`config.mk`:
```
export PLATFORM = sky130hd
export DESIGN_NAME = numeric_display_driver
export DESIGN_NICKNAME = d
export VERILOG_FILES = /design/src/rtl/numeric_display_driver.sv
export SDC_FILE = /design/constraint.sdc
export NUM_CORES = 1
export LEC_CHECK = 0
export ABC_CLOCK_PERIOD_IN_PS = 3350
export CAP_MARGIN = 20
export CORE_ASPECT_RATIO = 1.1
export CORE_MARGIN = 10
export CORE_UTILIZATION = 45
export DETAILED_ROUTE_END_ITERATION = 10
export GPL_ROUTABILITY_DRIVEN = 0
export PLACE_DENSITY = 0.67
export SKIP_LAST_GASP = 1
export SYNTH_ARGS = -nofsm -noshare
export SYNTH_HDL_FRONTEND = slang
export SYNTH_HIERARCHICAL = 1
export SYNTH_SLANG_ARGS = --single-unit
```
`constraint.sdc`:
```
create_clock -name CLK -period 3.35 [get_ports CLK]
set_clock_uncertainty 0.2 [all_clocks]
set_input_delay 0.67 -clock CLK [delete_from_list [all_inputs] [get_ports CLK]]
set_output_delay 0.67 -clock CLK [all_outputs]
set_load 0.1 [all_outputs]
```
`src/rtl/numeric_display_driver.sv`:
```
// numeric_display_driver
//   Scans a 4-digit hex value onto a KW4-56NCWB-P-Y seven-segment display.
//   Each digit owns a slot of C_SCAN_DIV cycles. The first C_BLANK_CYCLES
//   cycles of a slot keep every common off (anti-ghosting), and the rest
//   light that digit. New values land in a pending buffer and are promoted
//   to the active set only at a frame boundary, or at once while disabled,
//   so a frame never mixes two values.
//
// Ports
//   CLK, RST     : clock (board CLK_10MHz), async active-high reset
//   ENABLE       : 1 = scan, 0 = dark
//   LZ_EN        : leading-zero suppression on digits 3..1
//   WR_VALID/READY/DATA/DP/COLON : write handshake into the pending buffer
//   PINS[6:0]    : segments a..g, PINS[7] dp (active-high)
//   PINS[11:8]   : digit commons 0..3 (active-low)
//   PINS[13:12]  : colon indicators (active-high)
//   FRAME_DONE   : one-cycle pulse after the digit-3 slot ends

// Per-digit hex-to-segment decoder (gfedcba), with a forced-blank input
// for leading-zero suppression.
module ndd_seg_decode (
    input  logic [3:0] nib,
    input  logic       blank,
    output logic [6:0] seg
);
    always_comb begin
        seg = 7'h00;
        if (!blank) begin
            case (nib)
                4'h0: seg = 7'h3F;
                4'h1: seg = 7'h06;
                4'h2: seg = 7'h5B;
                4'h3: seg = 7'h4F;
                4'h4: seg = 7'h66;
                4'h5: seg = 7'h6D;
                4'h6: seg = 7'h7D;
                4'h7: seg = 7'h07;
                4'h8: seg = 7'h7F;
                4'h9: seg = 7'h6F;
                4'hA: seg = 7'h77;
                4'hB: seg = 7'h7C;
                4'hC: seg = 7'h39;
                4'hD: seg = 7'h5E;
                4'hE: seg = 7'h79;
                default: seg = 7'h71;
            endcase
        end
    end
endmodule

module numeric_display_driver #(
    parameter int C_SCAN_DIV     = 2500,
    parameter int C_BLANK_CYCLES = 16
) (
    input  logic        CLK,
    input  logic        RST,
    input  logic        ENABLE,
    input  logic        LZ_EN,
    input  logic        WR_VALID,
    output logic        WR_READY,
    input  logic [15:0] WR_DATA,
    input  logic [3:0]  WR_DP,
    input  logic [1:0]  WR_COLON,
    output logic [13:0] PINS,
    output logic        FRAME_DONE
);
    localparam int NUM_DIGITS = 4;
    localparam int CW = (C_SCAN_DIV > 1) ? $clog2(C_SCAN_DIV) : 1;
    localparam logic [CW-1:0] CNT_LAST   = CW'(C_SCAN_DIV - 1);
    localparam logic [CW-1:0] BLANK_LAST = CW'(C_BLANK_CYCLES - 1);
    localparam logic [13:0]   PINS_DARK  = 14'b00_1111_0000_0000;

    typedef enum logic [1:0] {S_OFF, S_BLANK, S_SHOW} state_t;

    state_t      state, state_n;
    logic [CW-1:0] cnt, cnt_n;
    logic [1:0]  dig, dig_n;

    logic [15:0] act_data, act_data_n, pend_data;
    logic [3:0]  act_dp, act_dp_n, pend_dp;
    logic [1:0]  act_colon, act_colon_n, pend_colon;
    logic        pend;

    logic        accept, frame_end, xfer;
    logic [13:0] pins_n;

    logic [NUM_DIGITS-1:0][6:0] seg_dig;
    logic [NUM_DIGITS-1:0]      zero_hi;   // nibbles 3..k all zero
    logic [NUM_DIGITS-1:0]      lz_blank;

    assign accept    = WR_VALID && WR_READY;
    // Dropping ENABLE discards the partial frame, so no pulse then.
    assign frame_end = ENABLE && (state == S_SHOW) && (cnt == CNT_LAST) && (dig == 2'd3);
    assign xfer      = pend && (frame_end || (state == S_OFF));

    assign act_data_n  = xfer ? pend_data  : act_data;
    assign act_dp_n    = xfer ? pend_dp    : act_dp;
    assign act_colon_n = xfer ? pend_colon : act_colon;

    // Leading-zero chain runs from the most significant nibble downward.
    genvar k;
    generate
        for (k = NUM_DIGITS - 1; k >= 0; k--) begin : g_dig
            if (k == NUM_DIGITS - 1) begin : g_top
                assign zero_hi[k] = (act_data_n[4*k +: 4] == 4'h0);
            end else begin : g_low
                assign zero_hi[k] = zero_hi[k+1] && (act_data_n[4*k +: 4] == 4'h0);
            end
            if (k == 0) begin : g_lsd
                assign lz_blank[k] = 1'b0;
            end else begin : g_msd
                assign lz_blank[k] = LZ_EN && zero_hi[k];
            end
            ndd_seg_decode u_dec (
                .nib   (act_data_n[4*k +: 4]),
                .blank (lz_blank[k]),
                .seg   (seg_dig[k])
            );
        end
    endgenerate

    // Next scan position.
    always_comb begin
        state_n = state;
        cnt_n   = cnt;
        dig_n   = dig;
        if (!ENABLE) begin
            state_n = S_OFF;
            cnt_n   = '0;
            dig_n   = 2'd0;
        end else begin
            case (state)
                S_OFF: begin
                    state_n = S_BLANK;
                    cnt_n   = '0;
                    dig_n   = 2'd0;
                end
                S_BLANK: begin
                    cnt_n = cnt + 1'b1;
                    if (cnt == BLANK_LAST) state_n = S_SHOW;
                end
                default: begin
                    if (cnt == CNT_LAST) begin
                        cnt_n   = '0;
                        dig_n   = dig + 2'd1;
                        state_n = S_BLANK;
                    end else begin
                        cnt_n = cnt + 1'b1;
                    end
                end
            endcase
        end
    end

    // Pins are built from the next scan position so the registered output
    // lines up with the state register in the same cycle.
    always_comb begin
        pins_n = PINS_DARK;
        if (state_n != S_OFF) pins_n[13:12] = act_colon_n;
        if (state_n == S_SHOW) begin
            pins_n[11:8] = ~(4'b0001 << dig_n);
            pins_n[7]    = act_dp_n[dig_n];
            pins_n[6:0]  = seg_dig[dig_n];
        end
    end

    always_ff @(posedge CLK or posedge RST) begin
        if (RST) begin
            state      <= S_OFF;
            cnt        <= '0;
            dig        <= 2'd0;
            act_data   <= '0;
            act_dp     <= '0;
            act_colon  <= '0;
            pend_data  <= '0;
            pend_dp    <= '0;
            pend_colon <= '0;
            pend       <= 1'b0;
            WR_READY   <= 1'b1;
            PINS       <= PINS_DARK;
            FRAME_DONE <= 1'b0;
        end else begin
            state      <= state_n;
            cnt        <= cnt_n;
            dig        <= dig_n;
            act_data   <= act_data_n;
            act_dp     <= act_dp_n;
            act_colon  <= act_colon_n;
            PINS       <= pins_n;
            FRAME_DONE <= frame_end;
            if (accept) begin
                pend_data  <= WR_DATA;
                pend_dp    <= WR_DP;
                pend_colon <= WR_COLON;
                pend       <= 1'b1;
            end else if (xfer) begin
                pend <= 1'b0;
            end
            // Built from the old pend so READY stays low on the clearing
            // edge and rises one cycle later.
            WR_READY <= !pend && !accept;
        end
    end
endmodule

```
### Word level (Yosys, flattened, before mapping)

Memory sizes are Yosys's and may differ from the RTL's.
Cells that the tools add are included.
W data, S select, Z words.

* register bits after elaboration: 77
* memory bits (read-only): 448
* input port bits: 27
* output and inout port bits: 16
* word-level logic and storage cells: 72
* memories: 4

Memory list
* (name not given): words 16, bits a word 7, rd ports 1, clocked after memory_dff 0, write ports 0, RTL line 29 `case (nib)`
* (name not given): words 16, bits a word 7, rd ports 1, clocked after memory_dff 0, write ports 0, RTL line 29
* (name not given): words 16, bits a word 7, rd ports 1, clocked after memory_dff 0, write ports 0, RTL line 29
* (name not given): words 16, bits a word 7, rd ports 1, clocked after memory_dff 0, write ports 0, RTL line 29

* add/sub/neg operators: 2
* $lt $le $gt $ge: 1
* equality and inequality tests: 6
* shift operators: 1
* muxes and demuxes: 24
* bitwise operators: 1
* reduce and logical (&&, ||, !) cells: 20

Operators by type and width (number)
* $mux W12: 3
* $mux W7: 4
* $pmux W12 S2: 1
* $mux W16: 1
* $bmux W7 S2: 1
* $mux W2: 7
* $add A12 B1 Y12 const B: 1
* $eq A12 B12 Y1 const B: 1
* $eq A12 B4 Y1 const B: 1
* $logic_not A4 Y1: 3
* $logic_and A1 B1 Y1: 11
* $pmux W2 S2: 2
* $eq A2 B2 Y1 const B: 3
* $mux W4: 1
* $not A4 Y4: 1
* $reduce_bool A2 Y1: 2
* $shl A1 B2 Y4 const A: 1
* $lt A2 B3 Y1 const B: 1
* $mux W1: 3
* $add A2 B1 Y2 const B: 1
* $bmux W1 S2: 1
* $eq A2 B1 Y1 const B: 1
* $logic_not A1 Y1: 2
* $logic_not A2 Y1: 1
* $logic_or A1 B1 Y1: 1

### Depth between registers and ports, before layout

Gate-level depths: netlist of the first run.

* word-level depth: 15
* gate-level depth with buffers: 14
* gate-level depth less buffers: 13

### Hierarchy

Netlist of the first run, hierarchy kept.

By module, submodules not included
* numeric_display_driver: instances 1, cells each 263, area each 3375.7 um^2, sequential area each 1933.1 um^2
* ndd_seg_decode at g_dig[2].u_dec ...: instances 2, cells each 33, area each 269.0 um^2, sequential area each 0.0 um^2
* ndd_seg_decode at g_dig[1].u_dec: instances 1, cells each 34, area each 276.5 um^2, sequential area each 0.0 um^2
* ndd_seg_decode at g_dig[0].u_dec: instances 1, cells each 33, area each 264.0 um^2, sequential area each 0.0 um^2

### Least setup slack after synthesis of the first run

No wires, ideal clock.

* kind: flip-flop to flip-flop
* start: register cnt[0]
* end: register PINS[6]
* library setup time: 0.094 ns
* arrival: 3.189 ns
* data required time: 3.056 ns
* path slack: -0.133 ns
* stages on the path, launching flop included: 13
* path buffers: 1
* period minus slack after synthesis: 3.483 ns
* cells stage by stage: dfrtp_1 ha_1 and3b_1 and3_2 a22oi_2 buf_2 mux2_2 ha_1 mux2_2 a221oi_1 mux2_2 nor2_1 a211oi_1

RTL lines
* start, declared: RTL line 76 `logic [CW-1:0] cnt, cnt_n;`
* start signal, assigned: RTL line 184 `cnt <= cnt_n;`
* end signal, assigned: RTL line 189 `PINS <= pins_n;`
* end, declared: RTL line 64 `output logic [13:0] PINS,`

==> results.ini, run 1 <==
[run_status]
run_status=completed

[clock_tree]
cts-buffers-inserted=9
clockBufferDepth=2
cts.root.buffer_cell=sky130_fd_sc_hd__clkbuf_8
clk_latency_ns=0.36
cts-htree-levels=3
clock_edge_transition_at_the_registers_on_the_reported_setup_and_hold_paths_ns=0.08
clock_sink_count=77
hold_buffers=0
tritoncts_clock_tree=built

[die]
fp-row-count=38
dieArea_sq_um=14300
initial_core_util_pct=45.7
chipHeight_microns=124
ioPinCount=43
fp.dieW_microns=115
core_box_area_sq_um=9750

[power_and_ir_drop]
p_sw_share_pct=37.6
sequential_share_of_power_pct=28.0
max-vdd-ir-drop_mv=0.484
leakage_uw=0.00268
power.switching_uw=1880
clock_power_share_pct=16.4
p_int_uw=3110
comb_power_share_pct=55.6
power_per_cell_area_nw_per_um2=865

[yosys]
ys_top_cells_by_area=sky130_fd_sc_hd__dfrtp_1, sky130_fd_sc_hd__mux2_2, sky130_fd_sc_hd__ha_1, sky130_fd_sc_hd__mux2i_1, sky130_fd_sc_hd__nor2_1
synth_top_area_share_pct=40.4
fraction_of_synthesized_cell_area_in_xor_and_xnor_cells_pct=1.97
yosys-mux-area-fraction_pct=19.6
synth_cell_type_count=51
synth.yosys.warnings=6
synthArstFlopShare_pct=100
synth_enable_flop_cells=0
syn_inst=396
ys_seq_area_share_pct=43.4
area_fraction_in_compound_gates_after_synthesis_pct=10.0
post_synth.cell_area_avg_sq_um=11.2
synth-adder-area-share_pct=7.30
synth_top_family_by_area=multiplexers
ys_dominant_reg_cell=sky130_fd_sc_hd__dfrtp_1
yosys_register_bits=77
syn-cell-area_sq_um=4450
synthDominantAreaCellType=sky130_fd_sc_hd__dfrtp_1
yosys.area_share.simple_pct=13.5

[detailed_routing]
post_drt_wl_per_cell_microns=16.6
route.vias.total=3325
ant_nets=0
post-route-drc-count=0
detail_route.wirelength_microns=10300
drt_first_pass_iters=4
routed_via_density=5.34
detailedRoute.firstIterationViolations=135

[sta]
min_period_over_period_pct=98.4
worst_slew_pin_slew_ns=0.593
timing_hold_violations_final=0
final_max_slew_viol_count=0
final_critical_path_setup_slack_ns=0.0525
timing.final.crit_period_ns=3.30
worst_slew_margin_rel_pct=60.4
finalSetupViolations=0
maximum_operating_frequency_mhz=303
totalNegativeSetupSlack_ns=0

[worst_setup_path]
cp_max_fo=6
cp_data_arrival_time_ns=3.36
crit_path_start_kind=input pin
reg2reg_from=cnt[0]$_DFF_PP0_
worstSetupStartpoint=ENABLE
worst_r2r_path_depth=14
worst_setup_end_kind=register
timing.setup.critical_path_class=input pin to register
crit_required_ns=3.41

[grt]
via_count_of_the_first_global_routing_pass=3485
grt_start_max_net_pins=52
initial_antenna_violation_count=0
first_pass_grt_wire_length_microns=16700
global_route.usage.total_pct=14.2
globalRoute.totalOverflow=0

[place]
hpwl_dp_microns=7600
buffer_ports.inserted=42
place_worst_setup_slack_ns=-0.392

[cells_and_area]
drive_gt1_share_pct=38.0
fillers=800
nets=552
antenna_cells_inserted=0
flow.area_growth_from_synthesis_pct=29.5

[hold_path]
hold_depth=1
worstHoldStart=cnt[0]$_DFF_PP0_
timing.hold.worst.class=register to register

[run]
max-cap-violations=0

-- cell families after synthesis --
logic type / Yosys count
buffers and inverters: 35
AND/OR/NAND/NOR: 116
adder cells (fa/ha/maj): 26
other: 1
XOR/XNOR: 10
flip-flops: 77
multiplexers: 75
AO/OA/AOI/OAI: 56
-- placed cells by master, fill, tap and decap left out, types with 9 or more instances in the layout --
| cell | n |
|---|---|
| sky130_fd_sc_hd__a21oi_1 | 9 |
| sky130_fd_sc_hd__buf_4 | 70 |
| sky130_fd_sc_hd__clkbuf_8 | 12 |
| sky130_fd_sc_hd__clkdlybuf4s50_1 | 26 |
| sky130_fd_sc_hd__dfrtp_1 | 72 |
| sky130_fd_sc_hd__ha_1 | 18 |
| sky130_fd_sc_hd__inv_1 | 11 |
| sky130_fd_sc_hd__mux2_2 | 37 |
| sky130_fd_sc_hd__mux2_4 | 12 |
| sky130_fd_sc_hd__mux2i_1 | 21 |
| sky130_fd_sc_hd__nand2_1 | 19 |
| sky130_fd_sc_hd__nor2_1 | 40 |
-- synthesized netlist by cell type, drive strengths merged (7+ instances only) --
library cell / n
and3: 8
dfrtp: 72
a221oi: 9
a21oi: 9
nor2: 43
nor4: 7
nand3: 7
a22oi: 7
mux2i: 22
a211oi: 10
mux2: 49
inv: 19
buf: 14
nand2: 19
ha: 26
nor3: 9
-- worst max-delay path, cell delays in order --
cell	delay (ns)
sky130_fd_sc_hd__clkdlybuf4s50_1	0.49
sky130_fd_sc_hd__nand2_1	0.10
sky130_fd_sc_hd__nor3b_2	0.21
sky130_fd_sc_hd__a22oi_2	0.07
sky130_fd_sc_hd__buf_6	0.14
sky130_fd_sc_hd__buf_12	0.13
sky130_fd_sc_hd__mux2_4	0.33
sky130_fd_sc_hd__ha_2	0.23
sky130_fd_sc_hd__and2b_1	0.25
sky130_fd_sc_hd__nor2_1	0.06
sky130_fd_sc_hd__a211oi_1	0.24
sky130_fd_sc_hd__mux2_2	0.19
sky130_fd_sc_hd__nor2_1	0.04
sky130_fd_sc_hd__a211oi_1	0.20
-- power groups by stage --
| stage | Sequential (uW) | Combinational [uW] | Clock, uW |
|---|---|---|---|
| after floorplan | 1470 | 1660 | 0 |
| after global placement | 1400 | 2490 | 0 |
| after detailed placement | 1410 | 2570 | 0 |
| after CTS | 1390 | 2580 | 834 |
| after global routing | 1440 | 3030 | 877 |
| final | 1400 | 2780 | 816 |
-- sequential cells by signal, indices dropped and copies added, names as in the netlist --
name        count
act_data       16
pend_data      16
PINS           14
cnt            12
act_dp          4
pend_dp         4
act_colon       2
dig             2
pend_colon      2
state           2
FRAME_DONE      1
WR_READY        1
pend            1
-- path summary, 6_finish.rpt --
check / to / slack, ns
worst max-delay path: PINS[0]$_DFF_PP0_ / 0.05
worst min-delay path: cnt[0]$_DFF_PP0_ / 0.28
worst max register to register: PINS[6]$_DFF_PP0_ / 0.08
worst min register to register: cnt[0]$_DFF_PP0_ / 0.28
max in group asynchronous: WR_READY$_DFF_PP1_ / 1.74
min in group asynchronous: cnt[6]$_DFF_PP0_ / 0.49
-- what timing repair did --
item | in CTS | in global routing
gates cloned | 0 | 1
setup buffers | 0 | 4
pin swaps | 0 | 10
gates resized for setup | 1 | 35
setup endpoints to repair | 1 | 7
-- layout make-up --
cell class	count	area (sq um)	area share, %
Multi-Input combinational cell	290	2490	43.1
Sequential cell	77	1930	33.5
Timing Repair Buffer	102	893	15.5
Clock buffer	12	165	2.86
Tap cell	120	150	2.60
Inverter	19	71.3	1.24
Clock inverter	3	67.6	1.17
-- through the flow --
| stage | total power [uW] | area [sq um] | utilization [%] | std cells | hold slack [ns] |
|---|---|---|---|---|---|
| 4_1_cts | 4810 | 5600 | 57.5 | 618 | 0.271 |
| 2_1_floorplan | 3130 | 4510 | - | 402 | 0.211 |
| 3_3_place_gp | 3890 | 5370 | 55.1 | 603 | 0.251 |
| 6_report | 4990 | 5770 | 59.2 | 623 | 0.275 |
| 5_1_grt | 5340 | 5770 | 59.2 | 623 | 0.315 |
| 3_5_place_dp | 3980 | 5370 | 55.1 | 603 | 0.260 |
-- routing by layer --
metal | global-route usage (%) | share of wire, % | up-vias
li1 | - | - | 1614
met1 | 16.3 | 41 | 1650
met2 | 24.7 | 54 | 46
met3 | 3.61 | 3.4 | 15
met4 | 5.10 | 1.8 | 0
met5 | 0 | 0 | -
Note: power is estimated with default switching activity, not from simulation.
==> inputs of run 2 (changes only) <==
--- a/config.mk
+++ b/config.mk
@@ -5,14 +5,14 @@
 export SDC_FILE = /design/constraint.sdc
 export NUM_CORES = 1
 export LEC_CHECK = 0
-export ABC_CLOCK_PERIOD_IN_PS = 3350
+export ABC_CLOCK_PERIOD_IN_PS = 3460
 export CAP_MARGIN = 20
 export CORE_ASPECT_RATIO = 1.1
 export CORE_MARGIN = 10
 export CORE_UTILIZATION = 45
 export DETAILED_ROUTE_END_ITERATION = 10
 export GPL_ROUTABILITY_DRIVEN = 0
-export PLACE_DENSITY = 0.67
+export PLACE_DENSITY = 0.64
 export SKIP_LAST_GASP = 1
 export SYNTH_ARGS = -nofsm -noshare
 export SYNTH_HDL_FRONTEND = slang
==> constraint.sdc (replaced) <==
create_clock -name CLK -period 3.46 [get_ports CLK]
set_clock_uncertainty 0.2 [all_clocks]
set_input_delay 0.692 -clock CLK [delete_from_list [all_inputs] [get_ports CLK]]
set_output_delay 0.692 -clock CLK [all_outputs]
set_load 0.1 [all_outputs]
==> run 2 against run 1 <==
  * Power fell by 6.1%
  * Critical path depth fell by 1
  * Via count rose by 0.18%
  * Sequential power fell by 4%
  * Hold slack got worse by 0.020 ns
  * Die area did not move
  * Largest cell class unchanged
==> results.ini, run 2 (synthesis results as in run 1) <==
[run_status]
run_status=completed

[sta]
rsz0062_at_grt=true
timing.final.crit_period_ns=3.35
min_period_over_period_pct=96.9
final_max_slew_viol_count=0
worst_slew_margin_rel_pct=62.3
totalNegativeSetupSlack_ns=0
worst_slew_pin_slew_ns=0.564
maximum_operating_frequency_mhz=298
timing_hold_violations_final=0
finalSetupViolations=0

[cells_and_area]
flow.area_growth_from_synthesis_pct=27.7
top_regs=act_data: 16 flops, pend_data: 16 flops, PINS: 14 flops
nets=554
final_cell_area_sq_um=5690
layout_common_cells=sky130_fd_sc_hd__buf_4, sky130_fd_sc_hd__dfrtp_1, sky130_fd_sc_hd__mux2_2, sky130_fd_sc_hd__nor2_1, sky130_fd_sc_hd__clkdlybuf4s50_1
drive_gt1_share_pct=36.6
fillers=826
mostFrequentLayoutCell=sky130_fd_sc_hd__buf_4
antenna_cells_inserted=0

[detailed_routing]
routed_via_density=5.32
post-route-drc-count=0
route.vias.total=3331
post_drt_wl_per_cell_microns=16.1
ant_nets=0
detailedRoute.firstIterationViolations=137
drt_first_pass_iters=4
detail_route.wirelength_microns=10100

[die]
fp.dieW_microns=115
fp-row-count=38
ioPinCount=43
chipHeight_microns=124
dieArea_sq_um=14300
initial_core_util_pct=45.7
core_box_area_sq_um=9750

[power_and_ir_drop]
leakage_uw=0.00263
power_per_cell_area_nw_per_um2=824
max-vdd-ir-drop_mv=0.510

[clock_tree]
clock_edge_transition_at_the_registers_on_the_reported_setup_and_hold_paths_ns=0.09
hold_buffers=0
cts-htree-levels=3
clock_sink_count=77
cts-buffers-inserted=9
cts.root.buffer_cell=sky130_fd_sc_hd__clkbuf_8
clockBufferDepth=2
tritoncts_clock_tree=built
clk_latency_ns=0.36

[worst_setup_path]
cp_num_buf_inv=3
cp_max_fo=4
worst_setup_end_kind=register
crit_path_max_incr_delay_ns=0.48
worstReg2RegEnd=PINS[3]$_DFF_PP0_
cp_data_arrival_time_ns=3.42
timing.setup.critical_path_class=register to register
critical_path_cell_by_cell=ha_2 -> and3b_1 -> and3_4 -> a22oi_2 -> buf_4 -> buf_4 -> mux2_2 -> buf_4 -> ha_1 -> mux4_2 -> nor2_2 -> a22oi_1 -> a21oi_1
crit_path_slowest_cell=sky130_fd_sc_hd__mux4_2
crit_path_start_kind=register
reg2reg_from=cnt[0]$_DFF_PP0_
worst_path_most_repeated_cell=sky130_fd_sc_hd__buf_4
reg2reg_setup_slack_ns=0.11
worst_r2r_path_depth=13
crit_required_ns=3.53
kind_of_cell_adding_the_most_delay_to_the_critical_path=multiplexers

[hold_path]
timing.hold.worst.class=register to register
hold_depth=1
worstHoldStart=pend$_DFFE_PP0P_
timing.hold.worst_endpoint=WR_READY$_DFF_PP1_

[place]
buffer_ports.inserted=42
hpwl_dp_microns=7620
dpl_cell_area_sq_um=5360

[grt]
via_count_of_the_first_global_routing_pass=3446
globalRoute.totalOverflow=0
initial_antenna_violation_count=0
grt_start_max_net_pins=52
global_route.usage.total_pct=14.0
first_pass_grt_wire_length_microns=16500

[run]
max-cap-violations=0

-- run 2: layer usage --
layer	wire (microns)	global-route usage (%)	up-vias
met1	4340	16.6	1642
li1	-	-	1630
met2	5270	24.4	51
met5	0	0	-
met4	83	3.94	0
met3	384	3.23	8
-- run 2: worst max path at each step --
stage,from,end,cells after the start
after CTS,cnt[0]$_DFF_PP0_,PINS[6]$_DFF_PP0_,13
after floorplan,cnt[0]$_DFF_PP0_,PINS[6]$_DFF_PP0_,12
after global placement,ENABLE,PINS[6]$_DFF_PP0_,12
after global routing,ENABLE,PINS[0]$_DFF_PP0_,16
after detailed placement,ENABLE,PINS[6]$_DFF_PP0_,13
final,cnt[0]$_DFF_PP0_,PINS[3]$_DFF_PP0_,13
-- run 2: area by class of cell --
class / instances / area (sq um) / area share, %
Clock buffer: 9 / 124 / 2.18
Tap cell: 120 / 150 / 2.64
Clock inverter: 7 / 86.3 / 1.52
Timing Repair Buffer: 104 / 891 / 15.7
Inverter: 19 / 71.3 / 1.25
Multi-Input combinational cell: 290 / 2430 / 42.8
Sequential cell: 77 / 1930 / 34.0
-- run 2: stage by stage --
step	total power (uW)	cells	hold WS, ns	setup WS [ns]	utilization, %
6_report	4690	626	0.255	0.107	58.4
5_1_grt	5030	626	0.282	-0.0154	58.4
3_3_place_gp	3770	605	0.237	-0.296	55.0
2_1_floorplan	3000	402	0.211	0.00243	-
3_5_place_dp	3850	605	0.255	-0.327	55.0
4_1_cts	4610	622	0.266	0.0147	57.3
-- run 2: what timing repair did --
action                     CTS  global route
resized for setup            2            25
cloned                       0             1
buffers inserted             1             3
setup endpoints to repair    3             7
pin swaps                    1             5
-- run 2: report_power, final --
part	internal (uW)	switching, uW	leakage, uW	total, uW
sequential	1190	156	0.000951	1340
clock	351	390	0.000105	741
combinational	1320	1280	0.00158	2600
